**src/rtl/liic_ll_pkg.sv**
```systemverilog
// Shared link-layer types for the transmit priority mux and its matching
// receive demux.
//   ll_chn_t       : channel tag carried on every merged word (LP=0, HP=1)
//   ll_arb_state_t : transmit arbiter grant state
// The packed word {chn, sop, eop, dat} depends on ST_WIDTH, so it is declared
// inside each module that uses it. LL_TAG_W is the width of its non-data part.
package liic_ll_pkg;

  typedef enum logic {
    CHN_LP = 1'b0,
    CHN_HP = 1'b1
  } ll_chn_t;

  typedef enum logic [1:0] {
    ST_IDLE = 2'd0,
    ST_HP   = 2'd1,
    ST_LP   = 2'd2
  } ll_arb_state_t;

  localparam int LL_TAG_W = 3;

endpackage

```
**src/rtl/liic_ll_skid_buf.sv**
```systemverilog
// Two-entry valid/ready register buffer with synchronous clear.
// The output word comes straight from a register. The upstream ready is
// derived only from the fill count, so it is registered too. Because it has two
// entries, full throughput is kept even though ready is registered.
// Ports:
//   clk            : clock
//   i_clr          : synchronous clear (empties buffer, zeroes storage)
//   i_dat/i_val    : upstream word / valid
//   o_rdy          : upstream ready (buffer not full)
//   o_dat/o_val    : downstream word / valid
//   i_rdy          : downstream ready
// Handshake: a word moves on any interface when val & rdy are both high at a
// rising edge. The source holds its word stable while val & !rdy.
module liic_ll_skid_buf #(
  parameter int W = 11
) (
  input  logic         clk,
  input  logic         i_clr,
  input  logic [W-1:0] i_dat,
  input  logic         i_val,
  output logic         o_rdy,
  output logic [W-1:0] o_dat,
  output logic         o_val,
  input  logic         i_rdy
);

  logic [W-1:0] r_mem0;  // head, drives the output
  logic [W-1:0] r_mem1;  // second entry
  logic [1:0]   r_cnt;
  logic         w_push;
  logic         w_pop;

  assign o_rdy  = (r_cnt != 2'd2);
  assign o_val  = (r_cnt != 2'd0);
  assign o_dat  = r_mem0;
  assign w_push = i_val & o_rdy;
  assign w_pop  = o_val & i_rdy;

  always_ff @(posedge clk) begin
    if (i_clr) begin
      r_cnt  <= 2'd0;
      r_mem0 <= '0;
      r_mem1 <= '0;
    end else begin
      case ({w_push, w_pop})
        2'b10: begin
          if (r_cnt == 2'd0) r_mem0 <= i_dat;
          else               r_mem1 <= i_dat;
          r_cnt <= r_cnt + 2'd1;
        end
        2'b01: begin
          r_mem0 <= r_mem1;
          r_cnt  <= r_cnt - 2'd1;
        end
        2'b11: begin
          // A push is only possible below 2 entries, so the count stays unchanged.
          if (r_cnt == 2'd1) begin
            r_mem0 <= i_dat;
          end else begin
            r_mem0 <= r_mem1;
            r_mem1 <= i_dat;
          end
        end
        default: ;
      endcase
    end
  end

endmodule

```
**src/rtl/liic_ll_prio_mux.sv**
```systemverilog
// Link-layer transmit arbiter. It merges the high-priority and low-priority
// packet streams into one tagged stream. Arbitration is per packet: once a
// packet is granted, its channel keeps the grant until its eop word transfers.
// HP normally wins. A starvation guard gives LP the next grant after LP_MAXWAIT
// consecutive HP grants made while LP was waiting.
// Ports:
//   clk, rst                         : clock, synchronous active-high reset
//   ll_linkup                        : link up; low acts exactly like rst
//   hp_i_dat/val/sop/eop, hp_i_rdy   : HP input stream
//   lp_i_dat/val/sop/eop, lp_i_rdy   : LP input stream
//   ll_o_dat/val/sop/eop/chn, ll_o_rdy : merged output (chn 1=HP, 0=LP)
//   o_dbg_state, o_dbg_wait_cnt      : arbiter state and starvation counter
// Handshake: a word moves on any interface when val & rdy are both high at a
// rising edge. The source holds dat/sop/eop stable while val & !rdy.
module liic_ll_prio_mux
  import liic_ll_pkg::*;
#(
  parameter  int ST_WIDTH   = 8,
  parameter  int LP_MAXWAIT = 4,
  localparam int WCNT_W     = $clog2(LP_MAXWAIT + 1)
) (
  input  logic                clk,
  input  logic                rst,
  input  logic                ll_linkup,
  input  logic [ST_WIDTH-1:0] hp_i_dat,
  input  logic                hp_i_val,
  input  logic                hp_i_sop,
  input  logic                hp_i_eop,
  output logic                hp_i_rdy,
  input  logic [ST_WIDTH-1:0] lp_i_dat,
  input  logic                lp_i_val,
  input  logic                lp_i_sop,
  input  logic                lp_i_eop,
  output logic                lp_i_rdy,
  output logic [ST_WIDTH-1:0] ll_o_dat,
  output logic                ll_o_val,
  output logic                ll_o_sop,
  output logic                ll_o_eop,
  output logic                ll_o_chn,
  input  logic                ll_o_rdy,
  output ll_arb_state_t       o_dbg_state,
  output logic [WCNT_W-1:0]   o_dbg_wait_cnt
);

  typedef struct packed {
    ll_chn_t             chn;
    logic                sop;
    logic                eop;
    logic [ST_WIDTH-1:0] dat;
  } ll_word_t;

  localparam logic [WCNT_W-1:0] WCNT_MAX = WCNT_W'(LP_MAXWAIT);

  ll_arb_state_t     r_state;
  ll_arb_state_t     w_grant;
  ll_arb_state_t     w_state_nx;
  logic [WCNT_W-1:0] r_wait_cnt;
  logic [WCNT_W-1:0] w_wait_nx;
  logic              w_clr;
  logic              w_buf_rdy;
  logic              w_hp_xfer;
  logic              w_lp_xfer;
  logic              w_in_val;
  ll_word_t          w_in_word;
  ll_word_t          w_buf_word;

  // Link down clears everything exactly like reset. The far end drops the
  // abandoned partial packet when its own link-layer reset runs.
  assign w_clr = rst | ~ll_linkup;

  // The grant is decided from IDLE in the same cycle, so the first word of a
  // packet is forwarded without a bubble.
  always_comb begin
    w_grant = r_state;
    if (r_state == ST_IDLE) begin
      if (hp_i_val && (!lp_i_val || (r_wait_cnt < WCNT_MAX))) w_grant = ST_HP;
      else if (lp_i_val)                                    w_grant = ST_LP;
      else                                                  w_grant = ST_IDLE;
    end
  end

  assign hp_i_rdy  = ~w_clr & (w_grant == ST_HP) & w_buf_rdy;
  assign lp_i_rdy  = ~w_clr & (w_grant == ST_LP) & w_buf_rdy;
  assign w_hp_xfer = hp_i_val & hp_i_rdy;
  assign w_lp_xfer = lp_i_val & lp_i_rdy;
  assign w_in_val  = w_hp_xfer | w_lp_xfer;

  always_comb begin
    w_in_word = '0;
    if (w_grant == ST_LP) begin
      w_in_word.chn = CHN_LP;
      w_in_word.sop = lp_i_sop;
      w_in_word.eop = lp_i_eop;
      w_in_word.dat = lp_i_dat;
    end else begin
      w_in_word.chn = CHN_HP;
      w_in_word.sop = hp_i_sop;
      w_in_word.eop = hp_i_eop;
      w_in_word.dat = hp_i_dat;
    end
  end

  // Next state and counter. An IDLE grant locks the channel even if the buffer
  // stalls the first word, because the source must hold that word anyway.
  always_comb begin
    w_state_nx = w_grant;
    w_wait_nx  = r_wait_cnt;
    if ((w_hp_xfer && hp_i_eop) || (w_lp_xfer && lp_i_eop)) w_state_nx = ST_IDLE;
    if (r_state == ST_IDLE) begin
      if (!lp_i_val || (w_grant == ST_LP)) begin
        w_wait_nx = '0;
      end else if ((w_grant == ST_HP) && (r_wait_cnt != WCNT_MAX)) begin
        w_wait_nx = r_wait_cnt + 1'b1;
      end
    end
  end

  always_ff @(posedge clk) begin
    if (w_clr) begin
      r_state    <= ST_IDLE;
      r_wait_cnt <= '0;
    end else begin
      r_state    <= w_state_nx;
      r_wait_cnt <= w_wait_nx;
    end
  end

  liic_ll_skid_buf #(
    .W (ST_WIDTH + LL_TAG_W)
  ) u_obuf (
    .clk   (clk),
    .i_clr (w_clr),
    .i_dat (w_in_word),
    .i_val (w_in_val),
    .o_rdy (w_buf_rdy),
    .o_dat (w_buf_word),
    .o_val (ll_o_val),
    .i_rdy (ll_o_rdy)
  );

  assign ll_o_dat       = w_buf_word.dat;
  assign ll_o_sop       = w_buf_word.sop;
  assign ll_o_eop       = w_buf_word.eop;
  assign ll_o_chn       = w_buf_word.chn;
  assign o_dbg_state    = r_state;
  assign o_dbg_wait_cnt = r_wait_cnt;

endmodule
```
**config.mk**
```make
export PLATFORM = sky130hd
export DESIGN_NAME = liic_ll_prio_mux
export DESIGN_NICKNAME = d
export VERILOG_FILES = /design/src/rtl/liic_ll_pkg.sv /design/src/rtl/liic_ll_skid_buf.sv /design/src/rtl/liic_ll_prio_mux.sv
export SDC_FILE = /design/constraint.sdc
export NUM_CORES = 1
export LEC_CHECK = 0
export CORE_MARGIN = 2
export CORE_UTILIZATION = 55
export CTS_BUF_LIST = sky130_fd_sc_hd__clkbuf_8
export CTS_CLUSTER_DIAMETER = 40
export DETAILED_ROUTE_END_ITERATION = 8
export PLACE_DENSITY = 0.95
export SETUP_SLACK_MARGIN = 0.15
export SYNTH_ARGS = -nofsm -noshare
export SYNTH_HDL_FRONTEND = slang
export SYNTH_SLANG_ARGS = --single-unit
```
**constraint.sdc**
```tcl
create_clock -name clk -period 4.4 [get_ports clk]
set_clock_uncertainty 0.2 [all_clocks]
set_input_delay 1.1 -clock clk [delete_from_list [all_inputs] [get_ports clk]]
set_output_delay 1.1 -clock clk [all_outputs]
set_load 0.01 [all_outputs]
```
After elaboration in Yosys (flattened, before gate mapping)
Cells that the tools add are included.

storage, ports and cells
  bits in registers = 29
  input bits = 26
  output and inout port bits = 19
  word-level logic and storage cells = 64

operators by class
  add/sub/neg operators = 3
  magnitude comparators = 1
  equality and inequality tests = 11
  mux-type cells = 13
  bitwise gates (word level) = 12
  reductions and logical operators = 19

operators with widths
  operator               number
  $mux W11               5
  $pmux W11 S3           1
  $pmux W11 S2           1
  $and A1 B1 Y1          8
  $reduce_bool A2 Y1     4
  $eq A2 B1 Y1 const B   3
  $eq A2 B2 Y1 const B   3
  $mux W2                3
  $mux W3                2
  $ne A2 B2 Y1 const B   3
  $logic_and A1 B1 Y1    4
  $logic_not A2 Y1       2
  $pmux W2 S2            1
  $reduce_and A2 Y1      2
  $add A3 B1 Y3 const B  1
  $logic_or A1 B1 Y1     3
  $lt A3 B3 Y1 const B   1
  $ne A3 B3 Y1 const B   1
  $reduce_and A3 Y1      1
  $reduce_bool A3 Y1     1
  $add A2 B1 Y2 const B  1
  $ne A2 B1 Y1 const B   1
  $not A1 Y1             2
  $or A1 B1 Y1           2
  other kinds (3)        3

Longest topological paths before layout
  word-level depth = 14
  gate-level depth with buffers = 12
  mapped depth without buffers = 10

Hierarchy
From an unflattened synthesis, not the netlist that was laid out.

unflattened totals
  cells, all modules = 204
  area, all modules = 1803.0 µm²

modules (own cells, without submodules)
  module            times used  cells each  area an instance (µm²)  sequential area each (µm²)
  liic_ll_skid_buf  1           149         1291.2                  480.5
  liic_ll_prio_mux  1           55          511.7                   100.1

Worst setup path after synthesis
OpenSTA, ideal clock, no wires.

  path kind = input to output
  start point = in rst
  end point = out hp_i_rdy
  data arrival time = 1.975 ns
  data required time = 3.100 ns
  slack = 1.125 ns
  cell stages on the path = 4
  path buffers = 2
  cells stage by stage = nand2b_1 > buf_2 > clkbuf_1 > nor3_1

on the way
  word-level cells in the longest chain between the ends = 4

RTL lines
  element                     line                    source
  from (decl)                 liic_ll_prio_mux.sv:23  input logic rst,
  $or A1 B1 Y1                liic_ll_prio_mux.sv:69  assign w_clr = rst | ~ll_linkup;
  $not A1 Y1                  liic_ll_prio_mux.sv:82  assign hp_i_rdy = ~w_clr & (w_grant == ST_HP) & w_buf_rdy;
  $and A1 B1 Y1 (2 in a row)  liic_ll_prio_mux.sv:82
  to (decl)                   liic_ll_prio_mux.sv:29  output logic hp_i_rdy,

No other way between the ends.

Final worst setup path
  start point = in hp_i_val
  end point = out lp_i_rdy

on the way
  word-level cells in the longest chain between the ends = 6

RTL lines
  element                     line                    source
  from (decl)                 liic_ll_prio_mux.sv:26  input logic hp_i_val,
  $logic_and A1 B1 Y1         liic_ll_prio_mux.sv:76  if (hp_i_val && (!lp_i_val || (r_wait_cnt < WCNT_MAX))) w_grant = ST_HP;
  $mux W2                     liic_ll_prio_mux.sv:76
  $mux W2                     liic_ll_prio_mux.sv:75  if (r_state == ST_IDLE) begin
  $eq A2 B2 Y1                liic_ll_prio_mux.sv:83  assign lp_i_rdy = ~w_clr & (w_grant == ST_LP) & w_buf_rdy;
  $and A1 B1 Y1 (2 in a row)  liic_ll_prio_mux.sv:83
  to (decl)                   liic_ll_prio_mux.sv:34  output logic lp_i_rdy,

No other way between the ends.

==> impl_metrics.tcl <==
set metrics [dict create \
    status "finished clean" \
    tritoncts "built" \
    cts_setup_buffers 0 \
    min_from "o_dbg_wait_cnt[2]" \
    rsz0062_at_grt "false" \
    dp_slack_ps 329 \
    slew_viol_final 0 \
    layout.nets 287 \
    grt_first_pass_wirelength_um 7300 \
    synth_warnings 0 \
    core_um2 3280 \
    vias_per_cell 5.92 \
    root_buffer "clkbuf_8" \
    holdWs_ps 311 \
    clkSinkCount 29 \
    timing.slew.headroom_pct 42.3 \
    grt_pass1_vias 1575 \
    cpMostUsedCell "clkdlybuf4s50_1" \
    cts_buffers 5 \
    yosys_register_bits 29 \
    syn_nets 248 \
    async_flop_share_pct 0 \
    clk_pin_slew_ps 60 \
    finalSetupViolCount 0 \
    netlist_area_um2 1860 \
    synth_enable_flop_cells 0 \
    slowest_stage "clkdlybuf4s50_1" \
    synthDistinctLibCells 37 \
    setup_ws_ps 316 \
    io_buffers 44 \
    wire_per_inst_um 14.6 \
    grt_max_degree 45 \
    avgSynthCellArea_um2 8.68 \
    routed-via-count 1775 \
    hold_buffers 0 \
    drt-initial-drc-count 127 \
    post-synth-top-area-cell "dfxtp_1" \
    r2r-start "u_obuf.r_cnt[0]" \
    cp.arrival_ps 2780 \
    antenna_cells 0 \
    final_common_cell "clkdlybuf4s50_1" \
    dieArea_um2 3860 \
    gr-total-overflow 0 \
    synth_top_area_share_pct 31.2 \
    cts.path.max_buffers 2 \
    grt_usage_pct 23.8 \
    clkLatencyLatePin_ps 280 \
    power_leakage_nw 0.866 \
    die_width_um 62.1 \
    htree_num_levels 2 \
    drt-pass1-iter-count 5 \
    final.period_utilization_pct 92.8 \
    startpoint_type "input port" \
    crit_type "in -> out" \
    grt_use_met1_pct 29.1 \
    critPathMaxStageDelay_ps 560 \
    crit_family "buffers and inverters" \
    power_density_nw_per_um2 269 \
    finalCriticalPeriod_ps 4080 \
    mostFrequentLayoutCells "44 x clkdlybuf4s50_1, 29 x dfxtp_1, 25 x nand2_1" \
    max_freq_mhz 245 \
    hpwl_um 3030 \
    worstPathCellList "clkdlybuf4s50_1, and2b_1, o21a_1, nor3_1, clkdlybuf4s50_1" \
    startpoint "hp_i_val" \
    hold_path.class "reg -> reg" \
    start_util_pct 56.6 \
    tightest_slew_ps 863 \
    use_met2_pct 40.2 \
    ys_top_cells_by_area "dfxtp_1 31%, a21boi_0 8.1%, a311oi_2 7.3%" \
    synthCells 214 \
    seq_area_frac_synth_pct 31.2 \
    path_buf_inv 2 \
    rows 21 \
    hold_viol 0 \
    crit_fanout 6 \
    worstPathRequired_ps 3100 \
    num_io_pins 45 \
    ant_nets 0 \
    top_usage_layer "met2" \
    critPathCaptureType "primary output" \
    place_congestion 0.815 \
    cts_resized 0 \
    syn_to_final_growth_pct 28.6 \
    drv_cap 0 \
    drive_above_1_share_pct 11.0 \
    drcViolationCount 0 \
    synth_ff_type "dfxtp_1" \
    met3_usage_pct 5.80 \
    ir_drop_mv 0.187 \
    fin_setup_tns_ps 0 \
    die_h_um 62.1 \
    antenna_found_initial 0 \
    wl_um 4370 \
]
[tightest hold or removal path, cell delays in order (launching register included)]
cell,delay [ps]
dfxtp_1,330
o21ai_0,80
a21oi_1,60
[routing by layer]
layer	routed length [um]	vias to the layer above
li1	-	864
met1	1850	832
met2	2180	70
met3	269	9
met4	73	0
met5	0	-
[sequential cells by signal, summed over array words and instances, names as in the netlist]
name,cells
u_obuf.o_dat,11
o_dbg_state,2
u_obuf.r_cnt,2
o_dbg_wait_cnt,3
u_obuf.r_mem1,11
[through the flow]
step	utilization, %	instance area [um^2]	power, mW	instances
final	72.7	2390	0.642	300
after global routing	72.7	2390	0.673	300
after CTS	72.7	2390	0.644	300
after detailed placement	70.3	2310	0.445	292
after global placement	70.3	2310	0.441	292
after floorplan	-	1860	0.389	214
[synthesized netlist by cell type, types with 2 or more instances]
cell and number:
dfxtp_1 29, nand2_1 25, a21boi_0 20, o21ai_0 14, nor3_1 12, a31oi_1 11, o211ai_1 11, clkbuf_1 10
mux2i_1 10, a311oi_2 9, ha_1 8, nor2_1 8, inv_1 6, buf_2 5, a21oi_1 4, nand4_1 3
nor2b_1 3, a211oi_1 2, buf_6 2, inv_2 2, nand2b_1 2, nand2b_4 2, xor2_1 2
[logic make-up after synthesis]
family	count (synthesis)	synth area share [%]
adder cells (fa/ha/maj)	8	5.39
XOR/XNOR	2	0.943
AO/OA/AOI/OAI	82	35.6
AND/OR/NAND/NOR	57	14.8
buffers and inverters	26	6.60
flip-flops	29	31.2
multiplexers	10	5.39
[worst paths after layout]
| path | end | slack, ps | cells after the start |
|---|---|---|---|
| setup reg to reg | u_obuf.o_dat[0] | 1680 | 9 |
| setup / recovery | lp_i_rdy | 320 | 5 |
| hold / removal | o_dbg_wait_cnt[2] | 310 | 2 |
| hold reg to reg | o_dbg_wait_cnt[2] | 310 | 2 |
[where the power goes]
group          switching [mW]  internal (mW)
sequential            0.00737          0.274
combinational          0.0849         0.0750
clock                  0.0964          0.105
[layout make-up]
cell class,count,area [um^2]
clock buffers,5,68.8
clock inverters,3,11.3
fillers,245,896
inverters,8,30.0
multi-input cells,159,1150
flip-flops and latches,29,581
well taps,46,57.6
repair buffers,50,485
Note: power is estimated with default switching activity, not from simulation.
